--- src/rtl/rx_ctrl_sys.sv ---
// Receive-side command controller: turns UART RX byte frames into register-file writes/reads
// and ALU operations. Optional inter-byte frame timeout is enabled by defining RX_TIMEOUT_EN.
module rx_ctrl_sys #(
    parameter int unsigned DATA_WIDTH     = 8,
    parameter int unsigned ADDR_WIDTH     = 4,
    parameter int unsigned FUN_WIDTH      = 4,
    parameter int unsigned TIMEOUT_CYCLES = 1024
) (
    input  logic                  CLK,
    input  logic                  RST,
    input  logic                  RX_D_VLD,
    input  logic [DATA_WIDTH-1:0] RX_P_Data,
    input  logic                  Rd_D_Vld,
    input  logic                  ALU_OUT_Valid,
    output logic                  WrEn,
    output logic                  RdEn,
    output logic [ADDR_WIDTH-1:0] Address,
    output logic [DATA_WIDTH-1:0] WrData,
    output logic                  ALU_EN,
    output logic [FUN_WIDTH-1:0]  ALU_FUN,
    output logic                  CLK_GATE_EN,
    output logic                  CMD_BUSY,
    output logic                  FRAME_ERR
);

    localparam logic [DATA_WIDTH-1:0] CmdWr    = DATA_WIDTH'(8'hAA);
    localparam logic [DATA_WIDTH-1:0] CmdRd    = DATA_WIDTH'(8'hBB);
    localparam logic [DATA_WIDTH-1:0] CmdAluOp = DATA_WIDTH'(8'hCC);
    localparam logic [DATA_WIDTH-1:0] CmdAlu   = DATA_WIDTH'(8'hDD);

    typedef enum logic [3:0] {
        StIdle    = 4'd0,
        StWrAddr  = 4'd1,
        StWrData  = 4'd2,
        StRdAddr  = 4'd3,
        StRdWait  = 4'd4,
        StOpA     = 4'd5,
        StOpB     = 4'd6,
        StFun     = 4'd7,
        StAluWait = 4'd8
    } state_e;

    state_e                state_q, state_d;
    logic                  wr_en_q, wr_en_d;
    logic                  rd_en_q, rd_en_d;
    logic                  alu_en_q, alu_en_d;
    logic                  clk_gate_en_q, clk_gate_en_d;
    logic                  cmd_busy_q, cmd_busy_d;
    logic [ADDR_WIDTH-1:0] address_q, address_d;
    logic [DATA_WIDTH-1:0] wr_data_q, wr_data_d;
    logic [FUN_WIDTH-1:0]  alu_fun_q, alu_fun_d;

`ifdef RX_TIMEOUT_EN
    localparam int unsigned CntW = $clog2(TIMEOUT_CYCLES + 1);

    logic [CntW-1:0] cnt_q, cnt_d;
    logic            frame_err_q, frame_err_d;
    logic            timed_state;
`endif

    always_comb begin
        state_d       = state_q;
        wr_en_d       = 1'b0;
        rd_en_d       = 1'b0;
        alu_en_d      = 1'b0;
        clk_gate_en_d = 1'b0;
        address_d     = address_q;
        wr_data_d     = wr_data_q;
        alu_fun_d     = alu_fun_q;

        case (state_q)
            StIdle: begin
                if (RX_D_VLD) begin
                    if (RX_P_Data == CmdWr) begin
                        state_d = StWrAddr;
                    end else if (RX_P_Data == CmdRd) begin
                        state_d = StRdAddr;
                    end else if (RX_P_Data == CmdAluOp) begin
                        state_d = StOpA;
                    end else if (RX_P_Data == CmdAlu) begin
                        state_d = StFun;
                    end
                end
            end
            StWrAddr: begin
                if (RX_D_VLD) begin
                    address_d = RX_P_Data[ADDR_WIDTH-1:0];
                    state_d   = StWrData;
                end
            end
            StWrData: begin
                if (RX_D_VLD) begin
                    wr_data_d = RX_P_Data;
                    wr_en_d   = 1'b1;
                    state_d   = StIdle;
                end
            end
            StRdAddr: begin
                if (RX_D_VLD) begin
                    address_d = RX_P_Data[ADDR_WIDTH-1:0];
                    rd_en_d   = 1'b1;
                    state_d   = StRdWait;
                end
            end
            StRdWait: begin
                if (Rd_D_Vld) begin
                    state_d = StIdle;
                end
            end
            StOpA: begin
                if (RX_D_VLD) begin
                    address_d = '0;
                    wr_data_d = RX_P_Data;
                    wr_en_d   = 1'b1;
                    state_d   = StOpB;
                end
            end
            StOpB: begin
                if (RX_D_VLD) begin
                    address_d = ADDR_WIDTH'(1);
                    wr_data_d = RX_P_Data;
                    wr_en_d   = 1'b1;
                    state_d   = StFun;
                end
            end
            StFun: begin
                if (RX_D_VLD) begin
                    alu_fun_d     = RX_P_Data[FUN_WIDTH-1:0];
                    alu_en_d      = 1'b1;
                    clk_gate_en_d = 1'b1;
                    state_d       = StAluWait;
                end
            end
            StAluWait: begin
                // Gate stays open until the cycle after the ALU reports completion.
                clk_gate_en_d = ~ALU_OUT_Valid;
                if (ALU_OUT_Valid) begin
                    state_d = StIdle;
                end
            end
            default: begin
                state_d = StIdle;
            end
        endcase

`ifdef RX_TIMEOUT_EN
        timed_state = (state_q == StWrAddr) || (state_q == StWrData) || (state_q == StRdAddr) ||
                      (state_q == StOpA) || (state_q == StOpB) || (state_q == StFun);
        frame_err_d = 1'b0;
        if (!timed_state || RX_D_VLD) begin
            cnt_d = '0;
        end else if (cnt_q == CntW'(TIMEOUT_CYCLES - 1)) begin
            // No byte arrived this cycle, so no strobe or field update is pending.
            cnt_d       = '0;
            state_d     = StIdle;
            frame_err_d = 1'b1;
        end else begin
            cnt_d = cnt_q + CntW'(1);
        end
`endif

        cmd_busy_d = (state_d != StIdle);
    end

    always_ff @(posedge CLK) begin
        if (RST) begin
            state_q       <= StIdle;
            wr_en_q       <= 1'b0;
            rd_en_q       <= 1'b0;
            alu_en_q      <= 1'b0;
            clk_gate_en_q <= 1'b0;
            cmd_busy_q    <= 1'b0;
            address_q     <= '0;
            wr_data_q     <= '0;
            alu_fun_q     <= '0;
        end else begin
            state_q       <= state_d;
            wr_en_q       <= wr_en_d;
            rd_en_q       <= rd_en_d;
            alu_en_q      <= alu_en_d;
            clk_gate_en_q <= clk_gate_en_d;
            cmd_busy_q    <= cmd_busy_d;
            address_q     <= address_d;
            wr_data_q     <= wr_data_d;
            alu_fun_q     <= alu_fun_d;
        end
    end

`ifdef RX_TIMEOUT_EN
    always_ff @(posedge CLK) begin
        if (RST) begin
            cnt_q       <= '0;
            frame_err_q <= 1'b0;
        end else begin
            cnt_q       <= cnt_d;
            frame_err_q <= frame_err_d;
        end
    end

    assign FRAME_ERR = frame_err_q;
`else
    assign FRAME_ERR = 1'b0;
`endif

    assign WrEn        = wr_en_q;
    assign RdEn        = rd_en_q;
    assign ALU_EN      = alu_en_q;
    assign CLK_GATE_EN = clk_gate_en_q;
    assign CMD_BUSY    = cmd_busy_q;
    assign Address     = address_q;
    assign WrData      = wr_data_q;
    assign ALU_FUN     = alu_fun_q;

endmodule

--- config.mk ---
export PLATFORM = sky130hd
export DESIGN_NAME = rx_ctrl_sys
export DESIGN_NICKNAME = d
export VERILOG_FILES = /design/src/rtl/rx_ctrl_sys.sv
export SDC_FILE = /design/constraint.sdc
export NUM_CORES = 1
export LEC_CHECK = 0
export CORE_MARGIN = 2
export CORE_UTILIZATION = 35
export DETAILED_ROUTE_END_ITERATION = 16
export PLACE_DENSITY = 0.65
export SLEW_MARGIN = 20
export SYNTH_ARGS = -nofsm -noshare
export SYNTH_HDL_FRONTEND = slang
export SYNTH_SLANG_ARGS = --single-unit
--- constraint.sdc ---
create_clock -name CLK -period 2.6 [get_ports CLK]
set_input_delay 0.52 -clock CLK [delete_from_list [all_inputs] [get_ports CLK]]
set_output_delay 0.52 -clock CLK [all_outputs]
set_load 0.01 [all_outputs]
==> qor.yml <==
area_growth_pct: 34.62
clk_transition_reported_paths_ps: 140
hold_path_class: "flip-flop to flip-flop"
numCtsBuffers: 3
final_hold_viol_count: 0
total_leakage_power_uw: 0.0005526
drt-wirelength-per-cell_um: 14.30
grt_pass1_wl_mm: 4.602
detail_route.iter0.violations: 17
critical-path-slowest-cell: "sky130_fd_sc_hd__clkdlybuf4s50_1"
dp_hpwl_mm: 2.041
synth-async-reset-ratio_pct: 0
hold-path-endpoint: "Address[1]$_SDFFE_PP0P_"
synth_ff_type: "sky130_fd_sc_hd__dfxtp_1"
cell_class_contributing_the_biggest_share_of_worst_path_delay: "buffers and inverters"
worstPathRequired_ps: 2820
vias_in_the_first_global_route: 957
power_per_cell_area_mw_per_mm2: 406.9
finish.utilization_pct: 49.88
regToRegSetupSlack_ps: 770
final_cell_mix: "33 x sky130_fd_sc_hd__clkdlybuf4s50_1, 25 x sky130_fd_sc_hd__dfxtp_1, 16 x sky130_fd_sc_hd__nor2_1"
synthDistinctLibCells: 38
endpoint_kind: "flip-flop"
worst_r2r_startpoint: "state_q[0]$_SDFF_PP0_"
min_from: "Address[1]$_SDFFE_PP0P_"
finalSetupTns_ps: 0
die-width_um: 60.85
final_count_of_pins_violating_max_slew: 0
tritoncts_clock_tree: "built"
clkLatencyLatePin_ps: 330
die-height_um: 60.85
worstSetupStartpointType: "primary input"
critical_path.max_fanout: 10
globalRoute.totalOverflow: 0
yosys_warnings: 0
fp-row-count: 20
post_synth_instance_area_mm2: 0.001131
drc: 0
rsz_0062_raised_after_global_routing: "no"
criticalPathCategory: "primary input to flip-flop"
viasPerCell: 5.051
period_minus_ws_final_ps: 1920
fp.coreArea_mm2: 0.003053
timing.rr.end: "CMD_BUSY$_SDFF_PP0_"
place.port_buffers: 33
boundaryPins: 35
synth.avg_cell_area_um2: 9.426
place_congestion: 0.9217
detailed_place.area_mm2: 0.001493
wirelength_mm: 2.789
hold-path-cell-count: 2
final_layout_size_suffix_gt1_share_pct: 9.272
mostFrequentLayoutCell: "sky130_fd_sc_hd__clkdlybuf4s50_1"
initial_core_utilization_pct: 37.05
clock_sinks: 25
finish.instance_area_mm2: 0.001523
cp.arrival_ps: 2140
final-setup-viol-count: 0
number_of_storage_elements_in_the_synthesis_netlist: 25
status: "finished clean"
synth.yosys.seq_area_share_pct: 44.25
groute.usage.overall_pct: 17.05
critical_path.cell_chain: "clkdlybuf4s50_1, a41o_1, nor2_1, a32o_1, or4_1"
drv_cap: 0
crit_buf_inv: 1
grt_start_max_net_pins: 17
clock-skew-final_ps: 2.042
period_share_pct: 73.84
design.final.nets: 165
crit_start: "RX_D_VLD"
number_of_flops_mapped_to_enable_cells_by_yosys: 0
cts.htree.levels: 1
clockBufferDepth: 2
r2r_cells: 4
cts_post_setup_buffers_inserted: 0
die_area_mm2: 0.003702
slowest_stage_delay_on_critical_path_ps: 690
dr.pass1.iters: 4
cts-root-buf: "sky130_fd_sc_hd__clkbuf_4"
cts_hold_buffers: 0
antenna_cells: 0
synth_cells: 120
ant_nets: 0
max_freq_mhz: 520.8
worst_ir_drop_on_vdd_mv: 0.2527
synth_fp_nets: 133
antenna_violations_before_repair: 0
route.vias.total: 985
cts_repair_resize_count: 0
-- worst min-delay path: stages (launching register included) --
cell                       delay, ps
sky130_fd_sc_hd__dfxtp_1         330
sky130_fd_sc_hd__nand2b_1         60
sky130_fd_sc_hd__a21oi_1          50
-- worst max-delay path by stage --
stage	end	slack, ps	cells after the start
after floorplan	CMD_BUSY$_SDFF_PP0_	940	5
after global placement	CMD_BUSY$_SDFF_PP0_	390	5
after detailed placement	CMD_BUSY$_SDFF_PP0_	340	5
after CTS	CMD_BUSY$_SDFF_PP0_	690	5
after global routing	CMD_BUSY$_SDFF_PP0_	600	5
final	CMD_BUSY$_SDFF_PP0_	680	5
-- cells in the mapped netlist, types with 2 or more instances --
master                      instances  area (µm²)
sky130_fd_sc_hd__a21oi_1            7       35.03
sky130_fd_sc_hd__a21oi_2            2       17.52
sky130_fd_sc_hd__buf_2              3       15.01
sky130_fd_sc_hd__buf_4              2       15.01
sky130_fd_sc_hd__clkbuf_1           3       11.26
sky130_fd_sc_hd__dfxtp_1           25       500.5
sky130_fd_sc_hd__mux2i_1           12       120.1
sky130_fd_sc_hd__nand2_1            6       22.52
sky130_fd_sc_hd__nand2b_1           7       43.79
sky130_fd_sc_hd__nand3_1            4       20.02
sky130_fd_sc_hd__nand3b_1           2       15.01
sky130_fd_sc_hd__nand4bb_1          2       22.52
sky130_fd_sc_hd__nor2_1            16       60.06
sky130_fd_sc_hd__nor2b_1            3       18.77
sky130_fd_sc_hd__nor4_1             2       12.51
sky130_fd_sc_hd__xor2_1             2       17.52
-- power by group --
group	internal, µW	switching [µW]	leakage (µW)
clock network	58.9	124	0.0000139
logic	25.6	25.8	0.000337
registers	384	1.26	0.000201
-- kinds of logic (layout without fill, tap and decap cells) --
group / Yosys count / after routing / share of synthesized area, %
other: 1 / 1 / 0.3315
XOR/XNOR: 2 / 2 / 1.549
AND/OR/NAND/NOR: 46 / 46 / 22.79
buffers and inverters: 10 / 41 / 4.423
AO/OA/AOI/OAI: 24 / 24 / 16.04
flip-flops: 25 / 25 / 44.25
multiplexers: 12 / 12 / 10.62
-- flip-flops by register name (all words and copies together), names as in the netlist --
signal and count:
WrData 8, ALU_FUN 4, Address 4, state_q 4, ALU_EN 1, CLK_GATE_EN 1, CMD_BUSY 1, RdEn 1
WrEn 1
-- metal layers --
| metal | up-vias | wire, µm | GRT usage (%) | share of wire (%) |
|---|---|---|---|---|
| met4 | 0 | 56 | 8.696 | 2.0 |
| met2 | 22 | 1424 | 29.80 | 51 |
| met5 | - | 0 | 0 | 0 |
| met3 | 7 | 46 | 1.279 | 1.6 |
| met1 | 471 | 1262 | 20.94 | 45 |
| li1 | 485 | - | - | - |
-- cell type report --
class	count	area [µm²]
inverter	1	3.754
fill	305	1530
clock inverter	1	7.507
multi-input combinational	85	580.6
sequential	25	500.5
clock buffer	3	22.52
tap	44	55.05
timing repair buffer	36	352.8
-- per-stage QoR --
step                      hold WS [ps]  instances  worst slack (ps)  total power [µW]
after global placement           455.0        191             391.3             443.2
final                            478.5        195             680.0             619.5
after CTS                        480.7        195             690.9             623.1
after floorplan                  489.9        120             939.0             414.6
after global routing             504.4        195             601.4             645.4
after detailed placement         462.1        191             339.9             444.0
Note: power is estimated with default switching activity, not from simulation.
==> RTL change 1 (same flow settings) <==
Set the parameter `ADDR_WIDTH` to 5 (it was 4).
--- a/src/rtl/rx_ctrl_sys.sv
+++ b/src/rtl/rx_ctrl_sys.sv
@@ -4,3 +4,3 @@
     parameter int unsigned DATA_WIDTH     = 8,
-    parameter int unsigned ADDR_WIDTH     = 4,
+    parameter int unsigned ADDR_WIDTH     = 5,
     parameter int unsigned FUN_WIDTH      = 4,
Ports: changed (resized Address); port bits go from 35 to 36. No check against the original RTL was run, so the function may have changed too.
==> RTL change 1 against the unedited design <==
Sequential cell count rose by 1. Routed wire length decreased by 7.7%. Worst setup slack better by 7.9 ps. Synthesized cell count rose by 2.5%. Combinational power increased by 73%. Total power is 13% higher. Sequential share of layout area shrank 0.060 points. Count of clock-buffer cells in the layout is 1 higher. Via count fell by 2.8%. Final area grew 4.2%. Global-route usage fell by 3.2 points. First-iteration DRC count grew to 3.2 times the old value. Largest cell class unchanged. Area after synthesis up 5.1%.
==> RTL change 1: results (changes against the unedited design) <==
[pwr]
vdd_drop_max_mv=0.2201  ; -13%
total_leakage_power_nw=0.5626  ; +1.8%
power.switching_fraction_pct=23.58  ; -0.76 points

[finish]
final_layout_size_suffix_gt1_share_pct=9.677  ; +0.41 points
n_all_buffers=35  ; -2.8%
multiInputGateArea_sq_um=620.6  ; +6.9%
final_net_count=169  ; +2.4%
final.fill_count=332  ; +8.9%
non_clock_buffer_area_share_pct=21.92  ; -1.2 points
final.clkbuf_count=4  ; +1
multi_input_comb_cells=89  ; +4.7%
sh_seq_area_pct=32.81  ; -0.060 points
clock_cell_area_share_pct=2.287  ; +0.32 points

[critical_path]
timing.critical_path.fanout_max=9  ; -1
worst_setup_path_endpoint=WrData[6]$_SDFFE_PP0P_
ff2ff_setup_slack_ps=960  ; +190 ps
worst_ep_arrival_time_ps=2130

[route]
drt-vias-per-instance=4.761  ; -5.7%
detailed_route_via_count=957  ; -2.8%
detail_route.wirelength_mm=2.574  ; -7.7%
met3WireLength_um=92  ; +100%
met2_wirelength_mm=1.210  ; -15%
drt_pass1_iterations=4  ; unchanged
met1_length_mm=1.241  ; -1.7%
dr.first_iter.drc_count=54  ; +37

[placed_design]
gp_routability_congestion=0.7990  ; -13%
post-place-ws_ps=345.3  ; +5.371 ps
dp_hpwl_mm=1.870  ; -8.4%
placed_cells_incl_taps=197  ; +3.1%
place.port_buffers=34  ; +3.0%

[cts]
clkTransAtPathRegs_ps=130
cell_at_the_root_of_the_clock_tree=clkbuf_4
cts_sinks=26  ; +4.0%
max-clock-path-buffers=2  ; unchanged
post_cts.repair.setup_buffers=0  ; unchanged
clk-insertion-delay-late_ps=310  ; -20 ps

[synth]
netlist_top_cells_count=dfxtp_1 (26), nor2_1 (22), mux2i_1 (12)
post_synth_xor_area_fraction_pct=1.474  ; -0.075 points
synthTopCellsByArea=dfxtp_1 (44%), mux2i_1 (10%), nor2_1 (6.9%)
mappedNetlistNets=136  ; +2.3%
post_synth_fa_ha_maj_area_fraction_pct=0  ; unchanged
synth-compound-area-share_pct=16.95  ; +0.91 points
post_synth_mux_area_share_pct=10.11  ; -0.51 points
synth_cell_types=34  ; -11%
synth_sequential_area_ratio_pct=43.79  ; -0.46 points
postSynthAreaPerCell_sq_um=9.664  ; +2.5%

[worst_hold_path]
hold_path.class=flop to flop
min_from=Address[3]$_SDFFE_PP0P_
worst_hold_path.endpoint=Address[3]$_SDFFE_PP0P_

[timing]
hold_ws_ps=481.2  ; +2.678 ps
fin_crit_share_pct=73.54  ; -0.31 points
fin_skew_ps=2.407  ; +0.3644 ps

[global_route]
first_global_vias=887  ; -7.3%
grt_first_pass_wirelength_mm=4.284  ; -6.9%
grt_met1_use_pct=18.99  ; -2.0 points
grt_util_all_layers_pct=13.83  ; -3.2 points
met2_usage_pct=21.60  ; -8.2 points
grt_max_degree=19  ; +2
met3_usage_pct=2.174  ; +0.89 points

[run_status]
run_status=finished clean

## RTL change 1: cells by family after synthesis
group	count (synthesis)
muxes	12
DFF	26
buffers and inverters	8
xor gates and xnor gates	2
other	1
AOI/OAI and AO/OA	21
and+or+nand+nor	53
## RTL change 1: metrics by stage
| stage | total power [mW] | area (sq um) |
|---|---|---|
| 2_1_floorplan | 0.4699 | 1189 |
| 3_3_place_gp | 0.5109 | 1550 |
| 3_5_place_dp | 0.5113 | 1550 |
| 4_1_cts | 0.7156 | 1587 |
| 5_1_grt | 0.7359 | 1587 |
| 6_report | 0.7025 | 1587 |
## RTL change 1: critical path, cell delays in order
cell,delay (ps)
clkdlybuf4s50_1,640
nand2b_1,270
a21oi_4,410
mux2i_1,240
nor2_1,50
## RTL change 1: power groups by stage
stage	Clock (mW)	Combinational [mW]	Sequential, mW
floorplan	0	0.0491	0.421
global placement	0	0.0882	0.423
detailed placement	0	0.0887	0.423
CTS	0.212	0.0897	0.414
global route	0.224	0.0961	0.416
finish	0.200	0.0887	0.414
==> RTL change 2 (same settings) <==
Without the edit above. The 9 states of `state_e` get a one-hot encoding in 9 bits.
--- a/src/rtl/rx_ctrl_sys.sv
+++ b/src/rtl/rx_ctrl_sys.sv
@@ -30,12 +30,12 @@
 
-    typedef enum logic [3:0] {
-        StIdle    = 4'd0,
-        StWrAddr  = 4'd1,
-        StWrData  = 4'd2,
-        StRdAddr  = 4'd3,
-        StRdWait  = 4'd4,
-        StOpA     = 4'd5,
-        StOpB     = 4'd6,
-        StFun     = 4'd7,
-        StAluWait = 4'd8
+    typedef enum logic [8:0] {
+        StIdle    = 9'b000000001,
+        StWrAddr  = 9'b000000010,
+        StWrData  = 9'b000000100,
+        StRdAddr  = 9'b000001000,
+        StRdWait  = 9'b000010000,
+        StOpA     = 9'b000100000,
+        StOpB     = 9'b001000000,
+        StFun     = 9'b010000000,
+        StAluWait = 9'b100000000
     } state_e;
Check against the original RTL: same outputs for any inputs over 10 cycles, from zero or initial values and one cycle with RST high; not proved beyond that.
==> RTL change 2 against the unedited design <==
Total power rose by 57%. First-iteration DRC count rose to 6.1 times the old value. Routed wire length rose by 45%. Register-to-register slack got worse by 430 ps. Via count rose by 52%. Worst setup slack got worse by 340 ps. Final area rose by 39%. Clock power rose by 110%. Count of clock-buffer cells in the layout rose by 4. Area after synthesis rose by 40%. Sequential cell count rose by 5. Critical endpoint is now state_q[5]$_SDFF_PP0_. Largest cell class unchanged. Highest routed layer unchanged.
==> RTL change 2: results (changes against the unedited design) <==
[run_status]
run_status=finished clean

[synth]
mappedNetlistNets=197  ; +48%
netlist_top_cells_count=dfxtp_1 (30), nor2_1 (28), mux2i_1 (13)
total_of_flip_flops_plus_latches_after_synthesis=30  ; +20%
synth_cell_types=53  ; +39%
synthTopCellsByArea=dfxtp_1 (38%), mux2i_1 (8.2%), nor2_1 (6.6%)
synth_top_area_share_pct=37.80  ; -6.5 points

[finish]
max_reg_flops=9  ; +1
final.clkbuf_count=7  ; +4
multiInputGateArea_sq_um=913.4  ; +57%
final_layout_size_suffix_gt1_share_pct=12.89  ; +3.6 points
non_clock_buffer_area_share_pct=20.53  ; -2.6 points
n_all_buffers=47  ; +31%
ff_latch_area_sq_um=600.6  ; +20%
final_net_count=237  ; +44%

[worst_hold_path]
worst_hold_path.endpoint=Address[0]$_SDFFE_PP0P_
min_from=Address[0]$_SDFFE_PP0P_

[critical_path]
timing.critical_path.fanout_max=6  ; -4
endpoint_of_the_lowest_slack_register_to_register_path=state_q[5]$_SDFF_PP0_
ff2ff_setup_slack_ps=340  ; -430 ps

[pwr]
net-switching-power_mw=0.2414  ; +60%
power.share.sequential_pct=48.4  ; -14 points

[timing]
fin_crit_share_pct=87.06  ; +13 points

[route]
met1_length_mm=1.846  ; +46%
detail_route.wirelength_mm=4.031  ; +45%

[global_route]
grt_first_pass_wirelength_mm=6.617  ; +44%
first_global_vias=1357  ; +42%

[placed_design]
placed_cell_area_sq_um=2029  ; +36%

RTL change 2: kinds of logic (layout without fill, tap and decap cells):
logic type             count (synthesis)  in the layout  synth area share [%]
other                                  1              1                0.2360
AND/OR/NAND/NOR                       76             76                 26.38
buffers and inverters                 18             59                 5.118
AO/OA/AOI/OAI                         40             40                 18.82
flip-flops                            30             30                 37.80
multiplexers                          14             14                 8.897
XOR/XNOR                               5              5                 2.756
RTL change 2: per-layer routing:
metal	up-vias	global-route usage, %
li1	746	-
met1	683	22.01
met2	55	23.05
met3	9	6.470
met4	0	8.176
met5	-	0
RTL change 2: metrics by stage:
step | hold slack (ps) | instances
3_5_place_dp | 465.6 | 269
4_1_cts | 474.4 | 277
5_1_grt | 507.0 | 277
3_3_place_gp | 464.5 | 269
2_1_floorplan | 479.8 | 184
6_report | 468.8 | 277
RTL change 2: worst max-delay path, stage by stage, from the launching register on:
cell and delay, ps:
dfxtp_1 310, or3_4 420, or4_4 440, or4b_4 550, a311oi_2 290, a32o_1 200
